## config.mk

```make
export PLATFORM = sky130hd
export DESIGN_NAME = arf_variance_seq
export DESIGN_NICKNAME = d
export VERILOG_FILES = /design/src/rtl/arf_pkg.sv /design/src/rtl/arf_alu.sv /design/src/rtl/arf_variance_seq.sv
export SDC_FILE = /design/constraint.sdc
export NUM_CORES = 2
export LEC_CHECK = 0
export BUFFER_PORTS_ARGS = -buffer_cell sky130_fd_sc_hd__buf_2
export CAP_MARGIN = 20
export CORE_MARGIN = 2
export CORE_UTILIZATION = 24
export DETAILED_ROUTE_END_ITERATION = 8
export SLEW_MARGIN = 20
export SYNTH_ARGS = -nofsm -noshare
export SYNTH_HDL_FRONTEND = slang
export SYNTH_HIERARCHICAL = 1
export SYNTH_SLANG_ARGS = --single-unit
```

## constraint.sdc

```tcl
create_clock -name clk -period 11 [get_ports clk]
set_clock_uncertainty 0.15 [all_clocks]
set_input_delay 1.1 -clock clk [delete_from_list [all_inputs] [get_ports clk]]
set_output_delay 1.1 -clock clk [all_outputs]
set_load 0.01 [all_outputs]
```

## src/rtl/arf_pkg.sv

```systemverilog
// Shared types and schedule constants for the sequential ARF-variance tile.
// The optional ARF_SAT_EN build (saturating narrow plus sat_o) is handled in the ALU and the top.
package arf_pkg;

    typedef enum logic [3:0] {
        StIdle,
        StMul1,
        StAdd1,
        StAdd2,
        StMul2,
        StAdd3,
        StMul3,
        StAdd4,
        StDone
    } arf_state_e;

    typedef enum logic {
        AluAdd,
        AluMul
    } alu_op_e;

    localparam int unsigned NUM_X    = 8;
    localparam int unsigned NUM_COEF = 16;
    localparam int unsigned NUM_K    = 2;

    localparam int unsigned MUL1_CYC = 8;
    localparam int unsigned ADD1_CYC = 4;
    localparam int unsigned ADD2_CYC = 2;
    localparam int unsigned MUL2_CYC = 4;
    localparam int unsigned ADD3_CYC = 2;
    localparam int unsigned MUL3_CYC = 4;
    localparam int unsigned ADD4_CYC = 4;

    localparam int unsigned ARF_LATENCY = MUL1_CYC + ADD1_CYC + ADD2_CYC + MUL2_CYC
                                        + ADD3_CYC + MUL3_CYC + ADD4_CYC;
    localparam int unsigned STEP_W = 5;

    // Value of cnt on the last cycle of a compute state.
    function automatic logic [2:0] state_last(input arf_state_e st);
        case (st)
            StMul1:  return 3'(MUL1_CYC - 1);
            StAdd1:  return 3'(ADD1_CYC - 1);
            StAdd2:  return 3'(ADD2_CYC - 1);
            StMul2:  return 3'(MUL2_CYC - 1);
            StAdd3:  return 3'(ADD3_CYC - 1);
            StMul3:  return 3'(MUL3_CYC - 1);
            StAdd4:  return 3'(ADD4_CYC - 1);
            default: return 3'd0;
        endcase
    endfunction

    // Global op index of cnt=0 within each state; op n writes result register n.
    function automatic logic [STEP_W-1:0] state_base(input arf_state_e st);
        case (st)
            StAdd1:  return STEP_W'(MUL1_CYC);
            StAdd2:  return STEP_W'(MUL1_CYC + ADD1_CYC);
            StMul2:  return STEP_W'(MUL1_CYC + ADD1_CYC + ADD2_CYC);
            StAdd3:  return STEP_W'(MUL1_CYC + ADD1_CYC + ADD2_CYC + MUL2_CYC);
            StMul3:  return STEP_W'(MUL1_CYC + ADD1_CYC + ADD2_CYC + MUL2_CYC + ADD3_CYC);
            StAdd4:  return STEP_W'(ARF_LATENCY - ADD4_CYC);
            default: return '0;
        endcase
    endfunction

    function automatic arf_state_e state_next(input arf_state_e st);
        case (st)
            StMul1:  return StAdd1;
            StAdd1:  return StAdd2;
            StAdd2:  return StMul2;
            StMul2:  return StAdd3;
            StAdd3:  return StMul3;
            StMul3:  return StAdd4;
            StAdd4:  return StDone;
            default: return StIdle;
        endcase
    endfunction

endpackage

```

## src/rtl/arf_alu.sv

```systemverilog
// Shared combinational multiply/add unit: narrows multiply operands to DATA_W, forms the full
// signed product and sign-extends it to ACC_W; adds wrap at ACC_W. ARF_SAT_EN makes narrow saturate.
module arf_alu
    import arf_pkg::*;
#(
    parameter int unsigned DATA_W = 16,
    parameter int unsigned ACC_W  = 64
) (
    input  alu_op_e                  op,
    input  logic signed [ACC_W-1:0]  a,
    input  logic signed [ACC_W-1:0]  b,
`ifdef ARF_SAT_EN
    output logic                     sat,
`endif
    output logic signed [ACC_W-1:0]  res
);

    logic signed [DATA_W-1:0]   na;
    logic signed [DATA_W-1:0]   nb;
    logic signed [2*DATA_W-1:0] prod;

`ifdef ARF_SAT_EN
    localparam logic signed [ACC_W-1:0] SAT_MAX = {{(ACC_W-DATA_W+1){1'b0}}, {(DATA_W-1){1'b1}}};
    localparam logic signed [ACC_W-1:0] SAT_MIN = {{(ACC_W-DATA_W+1){1'b1}}, {(DATA_W-1){1'b0}}};
    logic sat_a;
    logic sat_b;
`endif

    always_comb begin
        na = a[DATA_W-1:0];
        nb = b[DATA_W-1:0];
`ifdef ARF_SAT_EN
        sat_a = 1'b0;
        sat_b = 1'b0;
        if (a > SAT_MAX) begin
            na    = SAT_MAX[DATA_W-1:0];
            sat_a = 1'b1;
        end else if (a < SAT_MIN) begin
            na    = SAT_MIN[DATA_W-1:0];
            sat_a = 1'b1;
        end
        if (b > SAT_MAX) begin
            nb    = SAT_MAX[DATA_W-1:0];
            sat_b = 1'b1;
        end else if (b < SAT_MIN) begin
            nb    = SAT_MIN[DATA_W-1:0];
            sat_b = 1'b1;
        end
        sat = (op == AluMul) && (sat_a || sat_b);
`endif
        prod = $signed({{DATA_W{na[DATA_W-1]}}, na}) * $signed({{DATA_W{nb[DATA_W-1]}}, nb});
        if (op == AluMul) begin
            res = ACC_W'(prod);
        end else begin
            res = a + b;
        end
    end

endmodule

```

## src/rtl/arf_variance_seq.sv

```systemverilog
// Sequential ARF-variance tile: evaluates the 28-op DFG on one shared ALU, one op per cycle.
// Define ARF_SAT_EN for saturating narrowing and the sticky sat_o flag.
module arf_variance_seq
    import arf_pkg::*;
#(
    parameter int unsigned DATA_W = 16,
    parameter int unsigned ACC_W  = 64
) (
    input  logic                         clk,
    input  logic                         rst_n,
    input  logic                         in_valid,
    output logic                         in_ready,
    input  logic [NUM_X*DATA_W-1:0]      x_i,
    input  logic [NUM_COEF*DATA_W-1:0]   coef_i,
    input  logic [NUM_K*DATA_W-1:0]      k_i,
    output logic                         out_valid,
    input  logic                         out_ready,
`ifdef ARF_SAT_EN
    output logic                         sat_o,
`endif
    output logic [ACC_W-1:0]             y0_o,
    output logic [ACC_W-1:0]             y1_o
);

    arf_state_e state_q, state_d;
    logic [2:0] cnt_q, cnt_d;

    logic signed [DATA_W-1:0] x_q [NUM_X];
    logic signed [DATA_W-1:0] c_q [NUM_COEF];
    logic signed [DATA_W-1:0] k_q [NUM_K];
    // Result of op n lands in rf_q[n]; the final op goes straight to y1_q.
    logic signed [ACC_W-1:0]  rf_q [ARF_LATENCY-1];
    logic signed [ACC_W-1:0]  y0_q, y1_q;

    logic              accept;
    logic              busy;
    logic [STEP_W-1:0] step;
    alu_op_e           alu_op;
    logic signed [ACC_W-1:0] alu_a, alu_b, alu_res;

`ifdef ARF_SAT_EN
    logic alu_sat;
    logic sat_q;
    assign sat_o = sat_q;
`endif

    assign in_ready  = rst_n && (state_q == StIdle);
    assign out_valid = (state_q == StDone);
    assign accept    = in_valid && in_ready;
    assign busy      = (state_q != StIdle) && (state_q != StDone);
    assign step      = state_base(state_q) + STEP_W'(cnt_q);
    assign y0_o      = y0_q;
    assign y1_o      = y1_q;

    always_ff @(posedge clk or negedge rst_n) begin
        if (!rst_n) begin
            state_q <= StIdle;
            cnt_q   <= '0;
        end else begin
            state_q <= state_d;
            cnt_q   <= cnt_d;
        end
    end

    always_comb begin
        state_d = state_q;
        cnt_d   = cnt_q;
        case (state_q)
            StIdle: begin
                if (accept) begin
                    state_d = StMul1;
                    cnt_d   = '0;
                end
            end
            StDone: begin
                if (out_ready) state_d = StIdle;
            end
            default: begin
                if (cnt_q == state_last(state_q)) begin
                    state_d = state_next(state_q);
                    cnt_d   = '0;
                end else begin
                    cnt_d = cnt_q + 3'd1;
                end
            end
        endcase
    end

    always_comb begin
        alu_op = AluAdd;
        alu_a  = '0;
        alu_b  = '0;
        if (step < STEP_W'(MUL1_CYC)) begin
            alu_op = AluMul;
            alu_a  = ACC_W'(x_q[step[2:0]]);
            alu_b  = ACC_W'(c_q[step[2:0]]);
        end else begin
            case (step)
                5'd8:  begin alu_a = rf_q[0];  alu_b = rf_q[1];  end
                5'd9:  begin alu_a = rf_q[2];  alu_b = rf_q[3];  end
                5'd10: begin alu_a = rf_q[4];  alu_b = rf_q[5];  end
                5'd11: begin alu_a = rf_q[6];  alu_b = rf_q[7];  end
                5'd12: begin alu_a = rf_q[9];  alu_b = ACC_W'(k_q[0]); end
                5'd13: begin alu_a = rf_q[10]; alu_b = ACC_W'(k_q[1]); end
                5'd14: begin alu_op = AluMul; alu_a = rf_q[12]; alu_b = ACC_W'(c_q[8]);  end
                5'd15: begin alu_op = AluMul; alu_a = rf_q[13]; alu_b = ACC_W'(c_q[9]);  end
                5'd16: begin alu_op = AluMul; alu_a = rf_q[12]; alu_b = ACC_W'(c_q[10]); end
                5'd17: begin alu_op = AluMul; alu_a = rf_q[13]; alu_b = ACC_W'(c_q[11]); end
                5'd18: begin alu_a = rf_q[14]; alu_b = rf_q[15]; end
                5'd19: begin alu_a = rf_q[16]; alu_b = rf_q[17]; end
                5'd20: begin alu_op = AluMul; alu_a = rf_q[18]; alu_b = ACC_W'(c_q[12]); end
                5'd21: begin alu_op = AluMul; alu_a = rf_q[19]; alu_b = ACC_W'(c_q[13]); end
                5'd22: begin alu_op = AluMul; alu_a = rf_q[18]; alu_b = ACC_W'(c_q[14]); end
                5'd23: begin alu_op = AluMul; alu_a = rf_q[19]; alu_b = ACC_W'(c_q[15]); end
                5'd24: begin alu_a = rf_q[20]; alu_b = rf_q[21]; end
                5'd25: begin alu_a = rf_q[22]; alu_b = rf_q[23]; end
                5'd26: begin alu_a = rf_q[8];  alu_b = rf_q[24]; end
                5'd27: begin alu_a = rf_q[11]; alu_b = rf_q[25]; end
                default: ;
            endcase
        end
    end

    arf_alu #(
        .DATA_W(DATA_W),
        .ACC_W (ACC_W)
    ) u_alu (
        .op (alu_op),
        .a  (alu_a),
        .b  (alu_b),
`ifdef ARF_SAT_EN
        .sat(alu_sat),
`endif
        .res(alu_res)
    );

    always_ff @(posedge clk or negedge rst_n) begin
        if (!rst_n) begin
            for (int i = 0; i < NUM_X; i++) x_q[i] <= '0;
            for (int i = 0; i < NUM_COEF; i++) c_q[i] <= '0;
            for (int i = 0; i < NUM_K; i++) k_q[i] <= '0;
            for (int i = 0; i < ARF_LATENCY - 1; i++) rf_q[i] <= '0;
            y0_q <= '0;
            y1_q <= '0;
`ifdef ARF_SAT_EN
            sat_q <= 1'b0;
`endif
        end else begin
            if (accept) begin
                for (int i = 0; i < NUM_X; i++) x_q[i] <= x_i[i*DATA_W +: DATA_W];
                for (int i = 0; i < NUM_COEF; i++) c_q[i] <= coef_i[i*DATA_W +: DATA_W];
                for (int i = 0; i < NUM_K; i++) k_q[i] <= k_i[i*DATA_W +: DATA_W];
`ifdef ARF_SAT_EN
                sat_q <= 1'b0;
`endif
            end
            if (busy) begin
                // Outputs only move on the final op so they hold their last value until DONE.
                if (step < STEP_W'(ARF_LATENCY - 1)) begin
                    rf_q[step] <= alu_res;
                end else begin
                    y0_q <= rf_q[ARF_LATENCY-2];
                    y1_q <= alu_res;
                end
`ifdef ARF_SAT_EN
                sat_q <= sat_q | alu_sat;
`endif
            end
        end
    end

endmodule

```

==> results_dict.tcl <==
set metrics [dict create \
    synthCells 9211 \
    clock_latency_ns 0.94 \
    initial_utilization 0.2412 \
    yosysSeqAreaShare 0.4937 \
    io_buffers 549 \
    grtUsageTotal 0.1771 \
    hp-start "coef_i[191]" \
    path_clk_slew_ns 0.06 \
    dr.pass1.iters 6 \
    crit_arrival_ns 11.48 \
    area_growth_pct 22.07 \
    max_freq_mhz 92.36 \
    required_ns 11.66 \
    yosys.area.top_type "dfrtp_1" \
    hold_viol_final 0 \
    syn_nets 10040 \
    regArea_sq_um 57030 \
    cap_violations 0 \
    cp_slowest_cell "fa_4" \
    fin_nets 10820 \
    max_slew_margin 0.1789 \
    final_cells 16640 \
    crit_path_max_incr_delay_ns 0.87 \
    synth_top_flop_cell "dfrtp_1" \
    r2r_slack_ns 0.17 \
    drive_gt1_frac 0.4284 \
    setup.worst_path.start "state_q[2]" \
    cts-htree-levels 5 \
    clockBufferDepth 4 \
    viasPerCell 5.047 \
    num_rows 254 \
    synth_edf_count 0 \
    crit_fanout 8 \
    drtAntennaViolNets 0 \
    drc 0 \
    hpwl_um 299300 \
    dp_cells 16080 \
    grt_pass1_vias 84970 \
    grt_max_degree 180 \
    finalCritPeriodShare 0.9843 \
    wirelength_um 447300 \
    critPathLaunchType "register" \
    syn_avg_cell_area_sq_um 12.54 \
    first_iter_violations 8887 \
    path_class "register to register" \
    period_needed_ns 10.83 \
    io_pins 550 \
    root_buffer "clkbuf_16" \
    synthesis.area_sq_um 115500 \
    grt_overflow 0 \
    cts_buffers 266 \
    yosysTopAreaCellShare 0.4937 \
    vias 83990 \
    yosys.cell_count.top_type "mux2_2" \
    core_sq_um 478900 \
    synth_async_sr_flop_share 1.000 \
    die_h_um 697.8 \
    fillers 48850 \
    ys_ff_latch 2279 \
    grt_antenna_before_repair 81 \
    yosys-top-cells-area "dfrtp_1 (49%), mux2_2 (23%), fa_1 (4.6%)" \
    ys_types 89 \
    run_status "finished clean" \
    multiInputGateArea_sq_um 55140 \
    rr_startpoint "state_q[2]" \
    dieArea_sq_um 486900 \
    min_path_type "input pin to register" \
    end_kind "register" \
    finalSetupViolCount 0 \
    wl_per_cell_um 26.88 \
    clock_sinks 2279 \
    report.final.slew_viol_count 0 \
    worst_slew_pin_slew_ns 1.232 \
    grt_pass1_wl_um 635100 \
    synth_common_cells "mux2_2 (2351), dfrtp_1 (2279), clkbuf_1 (441)" \
    final_core_util 0.2944 \
    synth_warnings 6 \
    gp_congestion 0.9383 \
    die_x_um 697.8 \
    cts_tree "yes" \
]
cell type report:
class / instances / area share
clock buffer: 372 / 0.05417
inverter: 359 / 0.009557
tap: 6400 / 0.05679
antenna: 48 / 0.0008518
timing repair buffer: 1309 / 0.07294
sequential: 2279 / 0.4045
clock inverter: 101 / 0.01015
multi-input combinational: 5775 / 0.3911
path summary, 6_finish.rpt:
check / depth (start not counted) / to
setup / recovery: 43 / rf_q[811]
hold / removal: 3 / c_q[79]
setup reg to reg: 43 / rf_q[811]
hold reg to reg: 1 / y0_o[42]
max in group asynchronous: 6 / rf_q[33]
min in group asynchronous: 2 / x_q[47]
timing repair:
action	4_1_cts	5_1_grt
pin swaps	4	44
endpoints found under the hold margin	99	0
setup buffers	1	25
hold buffers	1	0
cloned	2	8
gates resized for setup	9	96
endpoints found under the setup margin	924	1008
layout by cell type, fill, tap and decap left out, types with 23 or more instances in the layout:
cell type | Yosys | layout
inv_1 | 359 | 354
o2bb2ai_1 | 31 | 30
nor3_1 | 103 | 92
nand3_1 | 189 | 182
a21oi_1 | 299 | 281
mux4_2 | 66 | 66
nand4b_1 | 35 | 35
a221oi_1 | 149 | 146
xor2_1 | 38 | 37
a22o_1 | 66 | 66
mux2_2 | 2351 | 2351
clkinv_2 | 0 | 37
buf_4 | 8 | 610
o21ai_0 | 144 | 113
bufinv_16 | 0 | 24
fa_1 | 264 | 261
a211oi_1 | 65 | 62
buf_12 | 0 | 127
xnor2_1 | 44 | 44
a222oi_1 | 23 | 23
nand2_1 | 403 | 394
clkbuf_1 | 441 | 51
diode_2 | 0 | 48
nor2_1 | 244 | 224
mux2i_1 | 194 | 182
and2_1 | 131 | 126
a21o_1 | 49 | 49
a221o_1 | 26 | 25
a31oi_1 | 26 | 25
buf_2 | 209 | 548
nand2b_1 | 28 | 26
nand4_1 | 65 | 65
ha_1 | 149 | 146
o22ai_1 | 39 | 36
a22oi_1 | 197 | 196
dfrtp_1 | 2279 | 2277
clkbuf_16 | 0 | 275
clkbuf_8 | 0 | 52
state kept, by name, indices dropped and copies added, names as in the netlist:
name / flops
cnt_q: 3
rf_q: 1728
y0_o: 64
y1_o: 64
c_q: 256
k_q: 32
state_q: 4
x_q: 128
cell families (layout without fill, tap and decap cells):
kind of cell | count (synthesis) | after routing | synth area share
AO/OA/AOI/OAI | 1307 | 1309 | 0.08024
XOR/XNOR | 83 | 83 | 0.006358
adder cells (fa/ha/maj) | 413 | 413 | 0.06189
buffers and inverters | 1159 | 2141 | 0.04019
flip-flops | 2279 | 2279 | 0.4937
multiplexers | 2611 | 2611 | 0.2589
other | 0 | 48 | 0
AND/OR/NAND/NOR | 1359 | 1359 | 0.05873
routing by layer:
metal | track usage | wire, um | vias up | share of wire
li1 | - | - | 34820 | -
met1 | 0.2289 | 183000 | 44450 | 0.41
met2 | 0.2864 | 206400 | 3685 | 0.46
met3 | 0.03493 | 35600 | 1012 | 0.080
met4 | 0.07946 | 22140 | 32 | 0.049
met5 | 0 | 209 | - | 0.00047
through the flow:
step	hold slack (ns)	instance area [sq um]	setup WS, ns	TNS (ns)
floorplan	0.3206	115500	0.1123	0
global placement	0.3313	130800	-0.5197	-363.75
detailed placement	0.3364	130800	-0.4624	-298.75
CTS	0.1627	140000	0.02246	0
global route	0.2160	140900	-0.02848	-0.8895
finish	0.2290	141000	0.1731	0
critical path, delay by kind of cell (launching register included):
family	cells	cell delay, ns
compound gates	5	1.50
fa+ha+maj	9	4.46
buf+inv	15	1.86
simple gates	12	1.79
flops	1	0.45
mux	2	0.44
Power is left out: the tool's default activity adds up to more than one toggle a clock period on the data nets, which glitch-free logic cannot reach.
